<file path="config.mk">
export PLATFORM = sky130hd
export DESIGN_NAME = micro_reg_if
export DESIGN_NICKNAME = d
export VERILOG_FILES = /design/src/rtl/display_pkg.sv /design/src/rtl/sync_2ff.sv /design/src/rtl/micro_reg_if.sv
export SDC_FILE = /design/constraint.sdc
export NUM_CORES = 1
export LEC_CHECK = 0
export CAP_MARGIN = 10
export CORE_UTILIZATION = 60
export CTS_BUF_LIST = sky130_fd_sc_hd__clkbuf_8
export DETAILED_ROUTE_END_ITERATION = 10
export GPL_ROUTABILITY_DRIVEN = 0
export HOLD_SLACK_MARGIN = 0.15
export PLACE_DENSITY = 0.85
export RECOVER_POWER = 100
export SYNTH_ARGS = -nofsm -noshare
export SYNTH_HDL_FRONTEND = slang
export SYNTH_HIERARCHICAL = 1
export SYNTH_SLANG_ARGS = --single-unit
</file>
<file path="constraint.sdc">
create_clock -name Clk -period 3.2 [get_ports Clk]
set_input_delay 0.64 -clock Clk [delete_from_list [all_inputs] [get_ports Clk]]
set_output_delay 0.64 -clock Clk [all_outputs]
set_load 0.005 [all_outputs]
</file>
<file path="src/rtl/display_pkg.sv">
// Shared types and constants for the micro register interface.
package display_pkg;

  localparam int unsigned DATA_W = 8;
  localparam int unsigned SYNC_W = DATA_W + 2;

  // Strobe handshake: one action per strobe, wait for strobe release.
  typedef enum logic [1:0] {
    IDLE    = 2'd0,
    CAPTURE = 2'd1,
    RELEASE = 2'd2
  } state_t;

  // Internal register map; everything at or above ADDR_EXT_BASE goes downstream.
  localparam logic [DATA_W-1:0] ADDR_BG_R     = 8'h00;
  localparam logic [DATA_W-1:0] ADDR_BG_G     = 8'h01;
  localparam logic [DATA_W-1:0] ADDR_BG_B     = 8'h02;
  localparam logic [DATA_W-1:0] ADDR_CTRL     = 8'h03;
  localparam logic [DATA_W-1:0] ADDR_EXT_BASE = 8'h04;

  // Power-on background colour and control.
  localparam logic [DATA_W-1:0] RST_BG_R = 8'h00;
  localparam logic [DATA_W-1:0] RST_BG_G = 8'h00;
  localparam logic [DATA_W-1:0] RST_BG_B = 8'h30;
  localparam logic [DATA_W-1:0] RST_CTRL = 8'h00;

  // True when the address targets the downstream write stream.
  function automatic logic is_ext_addr(input logic [DATA_W-1:0] addr);
    return addr >= ADDR_EXT_BASE;
  endfunction

endpackage

</file>
<file path="src/rtl/sync_2ff.sv">
// Two-flop synchronizer bank for asynchronous micro inputs.
module sync_2ff #(
  parameter int unsigned WIDTH = 1
) (
  input  logic             clk,
  input  logic             rst_n,
  input  logic [WIDTH-1:0] d,
  output logic [WIDTH-1:0] q
);

  logic [WIDTH-1:0] meta;

  // First flop may go metastable; second flop gives a settled value.
  always_ff @(posedge clk) begin
    if (!rst_n) begin
      meta <= '0;
      q    <= '0;
    end else begin
      meta <= d;
      q    <= meta;
    end
  end

endmodule

</file>
<file path="src/rtl/micro_reg_if.sv">
// Micro register interface: synchronized address/data strobes into local
// colour/control registers and a one-cycle write stream for downstream memories.
module micro_reg_if
  import display_pkg::*;
#(
  parameter int unsigned LED_STRETCH = 20
) (
  input  logic       Clk,
  input  logic       Reset,
  input  logic [7:0] fpga_port_in,
  input  logic       fpga_rsel,
  input  logic       fpga_write,
  output logic [7:0] bg_r,
  output logic [7:0] bg_g,
  output logic [7:0] bg_b,
  output logic [7:0] ctrl,
  output logic       wr_valid,
  output logic [7:0] wr_addr,
  output logic [7:0] wr_data,
  output logic       led_1,
  output logic       led_2
);

  logic [SYNC_W-1:0]      sync_bus;
  logic [DATA_W-1:0]      s_data;
  logic                   s_rsel;
  logic                   s_write;

  state_t                 state;
  logic [DATA_W-1:0]      cap_data;
  logic                   cap_rsel;
  logic [DATA_W-1:0]      ptr;
  logic                   data_act;
  logic [LED_STRETCH-1:0] led_cnt;

  // All ten asynchronous micro bits share one synchronizer bank.
  sync_2ff #(
    .WIDTH (SYNC_W)
  ) u_sync (
    .clk   (Clk),
    .rst_n (Reset),
    .d     ({fpga_write, fpga_rsel, fpga_port_in}),
    .q     (sync_bus)
  );

  assign s_data  = sync_bus[DATA_W-1:0];
  assign s_rsel  = sync_bus[DATA_W];
  assign s_write = sync_bus[DATA_W+1];

  // A data action fires in the single CAPTURE cycle.
  assign data_act = (state == CAPTURE) && !cap_rsel;

  // Strobe FSM plus the register file and write stream it drives.
  always_ff @(posedge Clk) begin
    if (!Reset) begin
      state    <= IDLE;
      cap_data <= '0;
      cap_rsel <= 1'b0;
      ptr      <= '0;
      bg_r     <= RST_BG_R;
      bg_g     <= RST_BG_G;
      bg_b     <= RST_BG_B;
      ctrl     <= RST_CTRL;
      wr_valid <= 1'b0;
      wr_addr  <= '0;
      wr_data  <= '0;
    end else begin
      wr_valid <= 1'b0;
      case (state)
        IDLE: begin
          if (s_write) begin
            cap_data <= s_data;
            cap_rsel <= s_rsel;
            state    <= CAPTURE;
          end
        end
        CAPTURE: begin
          state <= RELEASE;
          if (cap_rsel) begin
            ptr <= cap_data;
          end else begin
            if (is_ext_addr(ptr)) begin
              wr_valid <= 1'b1;
              wr_addr  <= ptr;
              wr_data  <= cap_data;
            end else begin
              case (ptr)
                ADDR_BG_R: bg_r <= cap_data;
                ADDR_BG_G: bg_g <= cap_data;
                ADDR_BG_B: bg_b <= cap_data;
                ADDR_CTRL: ctrl <= cap_data;
                default:   ;
              endcase
            end
            // Natural 8-bit wrap takes 0xFF back to 0x00.
            ptr <= ptr + 8'd1;
          end
        end
        RELEASE: begin
          if (!s_write) begin
            state <= IDLE;
          end
        end
        default: state <= IDLE;
      endcase
    end
  end

  // Activity stretch: reload on every data action, count down to zero.
  always_ff @(posedge Clk) begin
    if (!Reset) begin
      led_cnt <= '0;
      led_1   <= 1'b0;
    end else if (data_act) begin
      led_cnt <= '1;
      led_1   <= 1'b1;
    end else begin
      if (led_cnt != '0) begin
        led_cnt <= led_cnt - LED_STRETCH'(1);
      end
      // Tracks (next led_cnt != 0) so led_1 lines up with the counter.
      led_1 <= (led_cnt > LED_STRETCH'(1));
    end
  end

  assign led_2 = ctrl[0];

endmodule
</file>
==> flow_summary_export.csv, run 1 <==
group,metric,value,unit
timing,setup_violations,0,
routing,vias_per_cell,5.94,
logic_synthesis,syn_avg_cell_area,10.0,um^2
timing,tightest_slew,1.25,ns
final_layout,final_common_cell,"dfxtp_1",
die,die_w,88.8,um
global_route,grt_pass1_vias,3407,
place,dpl.cell_count,593,
timing,slew_violations,0,
cts,cts.sinks,109,
hold_path,min_path_cells,1,
cts,cts_buffer_depth,2,
logic_synthesis,syn_area,0.00452,mm^2
final_layout,stdcell_count,609,
logic_synthesis,synth_seq_cells,109,
power,vdd_drop_max,0.365,mV
die,dieHeight,88.8,um
worst_setup_path,r2r_cells,6,
place,post-place-ws,0.972,ns
place,portBuffers,62,
logic_synthesis,ys_warn_count,6,
routing,wl_per_cell,16.3,um
global_route,grt.total_usage,27.3,%
power,p_per_area,671,mW/mm^2
worst_setup_path,worstPathMaxFanout,39,
status,outcome,"finished clean",
cts,hold_buffers,0,
logic_synthesis,synthCells,452,
die,start_util,62.4,%
die,row_count,31,
die,core,0.00725,mm^2
final_layout,layout_common_cells,"dfxtp_1 (109), nor2_1 (68), mux2i_1 (55)",
worst_setup_path,critPathRequiredTime,3.44,ns
logic_synthesis,synth_ff_type,"dfxtp_1",
cts,cts_tree,"done",
cts,clkTransAtPathRegs,0.12,ns
worst_setup_path,start_kind,"input pin",
worst_setup_path,crit_start,"Reset",
routing,vias,3617,
run,maxCapViolations,0,
logic_synthesis,async_reset_ff_share,0,%
place,dp_hpwl,6.79,mm
timing,period_share,81.1,%
cts,cts-root-buf,"clkbuf_8",
die,die_area,0.00789,mm^2
timing,grt_setup_unrepaired,"false",
logic_synthesis,synth_edf_count,0,
power,leakage,2.29,nW
routing,initialDrtViolationCount,264,
worst_setup_path,crit_type,"input pin to flip-flop",
routing,drt-pass1-iter-count,5,
timing,worst_slack,0.603,ns
worst_setup_path,critPathCaptureType,"flip-flop",
die,pin_count,63,
final_layout,area_delta_synth_final,18.6,%
logic_synthesis,syn_nets,471,
hold_path,hold_start,"u_sync/meta[5]",
final_layout,finish.utilization,74.0,%
timing,setup_tns,0,ns
timing,skew,0.0214,ns
routing,ant_nets,0,
cts,post_cts_buffers,0,
hold_path,hp-class,"flip-flop to flip-flop",
cts,htreeDepth,3,
timing,period_needed,2.60,ns
final_layout,fin_nets,524,
final_layout,drive_gt1_share,8.82,%
global_route,grt_pass1_wl,16.4,mm
cts,post_cts_resized,0,
cts,cts_buffers,9,
worst_setup_path,rr_startpoint,"led_cnt[1]",
timing,clock.fmax,385,MHz
logic_synthesis,yosysSeqAreaShare,48.2,%
global_route,overflow,0,
global_route,antenna_found_initial,0,
timing,hold_viol,0,
logic_synthesis,synth.distinct_cells,54,
timing,slew_headroom,16.8,%
routing,drc,0,
worst_setup_path,worstPathArrival,2.84,ns
routing,wl,9.94,mm
cts,clk_latency,0.37,ns
final_layout,diodes,0,
global_route,grt_max_degree,40,
==> sequential cells by signal (all words and copies together) (netlist names) <==
name / cells
state: 2
ptr: 8
led_1: 1
u_sync/q: 10
u_sync/meta: 10
bg_g: 8
bg_r: 8
bg_b: 8
wr_data: 8
ctrl: 8
cap_data: 8
wr_valid: 1
cap_rsel: 1
led_cnt: 20
wr_addr: 8
==> report_power, final <==
group	switching, mW	internal (mW)	total [mW]
combinational	0.626	0.470	1.10
sequential	0.212	1.49	1.70
clock	0.496	0.307	0.804
total	1.33	2.26	3.60
==> per-layer routing <==
layer	vias up	wire (um)	global-route usage (%)
met4	0	117	10.7
met5	-	0	0
met2	119	4880	43.1
met3	9	452	3.17
met1	1754	4490	38.3
li1	1735	-	-
==> cell usage after synthesis, types with 5 or more instances <==
cell      count  area share, %
dfxtp_1     109             48
nor2_1       68            5.6
mux2i_1      55             12
clkbuf_1     19            1.6
a21oi_1      16            1.8
and2_1       14            1.9
nand2_1      13            1.1
a31oi_1      12            1.7
and2_2       11            1.8
nor3_1       11            1.2
ha_1          7            1.9
nand2b_1      7           0.97
nand4_1       7           0.97
o21ai_0       7           0.77
o31ai_1       7            1.2
inv_1         6           0.50
nor3b_1       5           0.83
nor4_1        5           0.69
nor4_4        5            2.4
or4_1         5           0.83
==> through the flow <==
stage | area, um^2 | hold WS (ns) | power, mW
floorplan | 4520 | 0.406 | 2.57
global placement | 5190 | 0.414 | 2.76
detailed placement | 5190 | 0.417 | 2.82
CTS | 5390 | 0.442 | 3.61
global route | 5360 | 0.467 | 3.80
finish | 5360 | 0.446 | 3.60
==> area by class of cell <==
cell class | instances | area, um^2
Clock inverter | 7 | 73.8
Tap cell | 99 | 124
Sequential cell | 109 | 2180
Fill cell | 547 | 1890
Inverter | 8 | 30.0
Multi-Input combinational cell | 310 | 2180
Clock buffer | 9 | 124
Timing Repair Buffer | 67 | 648
==> final timing paths <==
path                                     to  slack, ns
worst min-delay path            u_sync/q[5]       0.45
worst max-delay path                bg_g[2]       0.60
worst max register to register  led_cnt[18]       0.89
worst min register to register  u_sync/q[5]       0.45
==> worst max-delay path, cell delays in order <==
cell and delay (ns):
dlygate4sd3_1 0.55, inv_1 0.90, clkbuf_1 0.62, nor2_1 0.13
==> cell families after synthesis <==
kind of cell	count (synthesis)	share of synthesized area, %
multiplexers	55	12.2
adder cells (fa/ha/maj)	7	1.94
flip-flops	109	48.2
buffers and inverters	33	3.37
AO/OA/AOI/OAI	68	10.5
AND/OR/NAND/NOR	180	23.8
Note: power is estimated with default switching activity, not from simulation.
==> inputs of run 2 (changes only) <==
Settings changed: CORE_UTILIZATION 60 to 51, PLACE_DENSITY 0.85 to 0.77.
Clock period 3.2 ns to 2.2 ns, I/O delays scaled along.
==> run 2 against run 1 <==
  * Worst setup slack got worse by 0.44 ns
  * Non-clock buffer count is 7 higher
  * Register-to-register slack got worse by 0.73 ns
  * Critical path depth increased by 2
  * Global-route usage is 4.7 points lower
  * Critical endpoint is now led_cnt[18]
  * Count of clock-buffer cells in the layout unchanged
  * Clock power rose by 48%
==> flow_summary_export.csv, run 2 (same netlist as run 1, synthesis figures left out) <==
group,metric,value,unit
timing,hold_viol,0,
worst_setup_path,rr_startpoint,"led_cnt[1]",
timing,tightest_slew,1.10,ns
place,dp_hpwl,6.78,mm
worst_setup_path,crit_type,"flip-flop to flip-flop",
routing,ant_nets,0,
routing,vias,3552,
routing,drc,0,
timing,setup_tns,0,ns
final_layout,area_delta_synth_final,20.7,%
power,swShare,37.3,%
worst_setup_path,worstPathMaxFanout,7,
worst_setup_path,rr_endpoint,"led_cnt[18]",
global_route,overflow,0,
final_layout,reg_top3,"led_cnt: 20 flops, u_sync/meta: 10 flops, u_sync/q: 10 flops",
place,placed_area,0.00528,mm^2
hold_path,whs_endpoint,"u_sync/q[4]",
final_layout,fin_nets,531,
final_layout,layout_common_cells,"dfxtp_1 (109), nor2_1 (68), mux2i_1 (55)",
routing,wl,9.89,mm
global_route,grt.total_usage,22.6,%
worst_setup_path,rrSetupSlack,0.16,ns
final_layout,diodes,0,
timing,slew_headroom,26.7,%
worst_setup_path,cpLargestDelayFamily,"compound AO/OA/AOI/OAI gates",
cts,post_cts_resized,0,
timing,slew_violations,0,
cts,cts_buffer_depth,2,
worst_setup_path,cp.buffers_inverters,1,
routing,wl_per_cell,15.9,um
worst_setup_path,r2r_cells,6,
power,p_comb_share,31.4,%
timing,grt_setup_unrepaired,"false",
hold_path,min_path_cells,1,
worst_setup_path,crit_path_cell_trace,"inv_1 > ha_1 > or3b_4 > a2111oi_4 > a211oi_1 > a311oi_1",
die,pin_count,63,
hold_path,hold_start,"u_sync/meta[4]",
global_route,grt_pass1_wl,15.9,mm
cts,htreeDepth,3,
power,seqPwrFrac,46.3,%
cts,cts.sinks,109,
global_route,grt_max_degree,49,
final_layout,top_register,"led_cnt",
routing,drt-pass1-iter-count,5,
global_route,grt_pass1_vias,3280,
timing,setup_violations,0,
timing,period_share,92.6,%
power,leakage,2.34,nW
cts,cts-root-buf,"clkbuf_8",
die,row_count,33,
routing,initialDrtViolationCount,203,
die,die_w,96.2,um
die,core,0.00838,mm^2
worst_setup_path,crit_slowest_cell,"or3b_4",
global_route,antenna_found_initial,0,
worst_setup_path,cpPeakStageDelay,0.46,ns
timing,clock.fmax,491,MHz
timing,period_needed,2.04,ns
cts,cts_buffers,9,
final_layout,drive_gt1_share,11.0,%
final_layout,final_common_cell,"dfxtp_1",
worst_setup_path,start_kind,"flip-flop",
timing,skew,0.00948,ns
routing,vias_per_cell,5.71,
cts,cts_tree,"done",
timing,worst_slack,0.162,ns
cts,clkTransAtPathRegs,0.11,ns
cts,hold_buffers,0,
die,die_area,0.00925,mm^2
worst_setup_path,critPathRequiredTime,2.50,ns
power,p_sw,1.98,mW
power,p_int,3.34,mW
hold_path,hp-class,"flip-flop to flip-flop",
worst_setup_path,worstPathArrival,2.33,ns
die,start_util,54.0,%
worst_setup_path,critPathCaptureType,"flip-flop",
status,outcome,"finished clean",
run,maxCapViolations,0,
place,post-place-ws,0.0801,ns
cts,clk_latency,0.38,ns
power,clockPowerShare,22.3,%
die,dieHeight,96.2,um
final_layout,finish.utilization,65.1,%
final_layout,largest_register_ffs,20,
power,p_per_area,974,mW/mm^2
final_layout,stdcell_area,0.00546,mm^2
place,portBuffers,62,
timing,whs,0.445,ns
cts,post_cts_buffers,0,
power,vdd_drop_max,0.532,mV
-- run 2: worst max-delay path by stage --
stage | to | cells after the start | slack, ns | startpoint
after floorplan | led_cnt[18] | 7 | 0.29 | led_cnt[0]
after global placement | led_cnt[10] | 6 | 0.18 | led_cnt[1]
after detailed placement | led_cnt[10] | 6 | 0.08 | led_cnt[1]
after CTS | led_cnt[10] | 6 | 0.06 | led_cnt[1]
after global routing | led_cnt[1] | 4 | 0.0003 | led_cnt[17]
final | led_cnt[18] | 6 | 0.16 | led_cnt[1]
-- run 2: layout make-up --
type	instances	area, um^2
repair buffers	74	713
clock buffers	9	124
inverters	8	30.0
well taps	105	131
fillers	687	2920
multi-input cells	310	2200
clock inverters	7	76.3
flip-flops and latches	109	2180
-- run 2: through the flow --
step	total power [mW]	instances
5_1_grt	5.62	622
3_5_place_dp	4.14	606
2_1_floorplan	3.74	452
4_1_cts	5.32	622
6_report	5.32	622
3_3_place_gp	4.08	606
-- run 2: layer usage --
layer / vias to the layer above / track usage (%) / wire length, um
li1: 1750 / - / -
met1: 1694 / 31.4 / 4600
met2: 98 / 35.1 / 4710
met3: 10 / 4.03 / 450
met4: 0 / 7.71 / 125
met5: - / 0 / 0
-- run 2: power groups by stage --
stage               Clock (mW)  Sequential, mW  Combinational, mW
finish                    1.19            2.46               1.67
global route              1.29            2.50               1.84
CTS                       1.21            2.45               1.66
detailed placement           0            2.49               1.65
global placement             0            2.48               1.60
floorplan                    0            2.44               1.31
-- run 2: worst reg2reg max path: stages (launching register included) --
cell	delay, ns
dfxtp_1	0.37
inv_1	0.14
ha_1	0.25
or3b_4	0.46
a2111oi_4	0.38
a211oi_1	0.13
a311oi_1	0.23
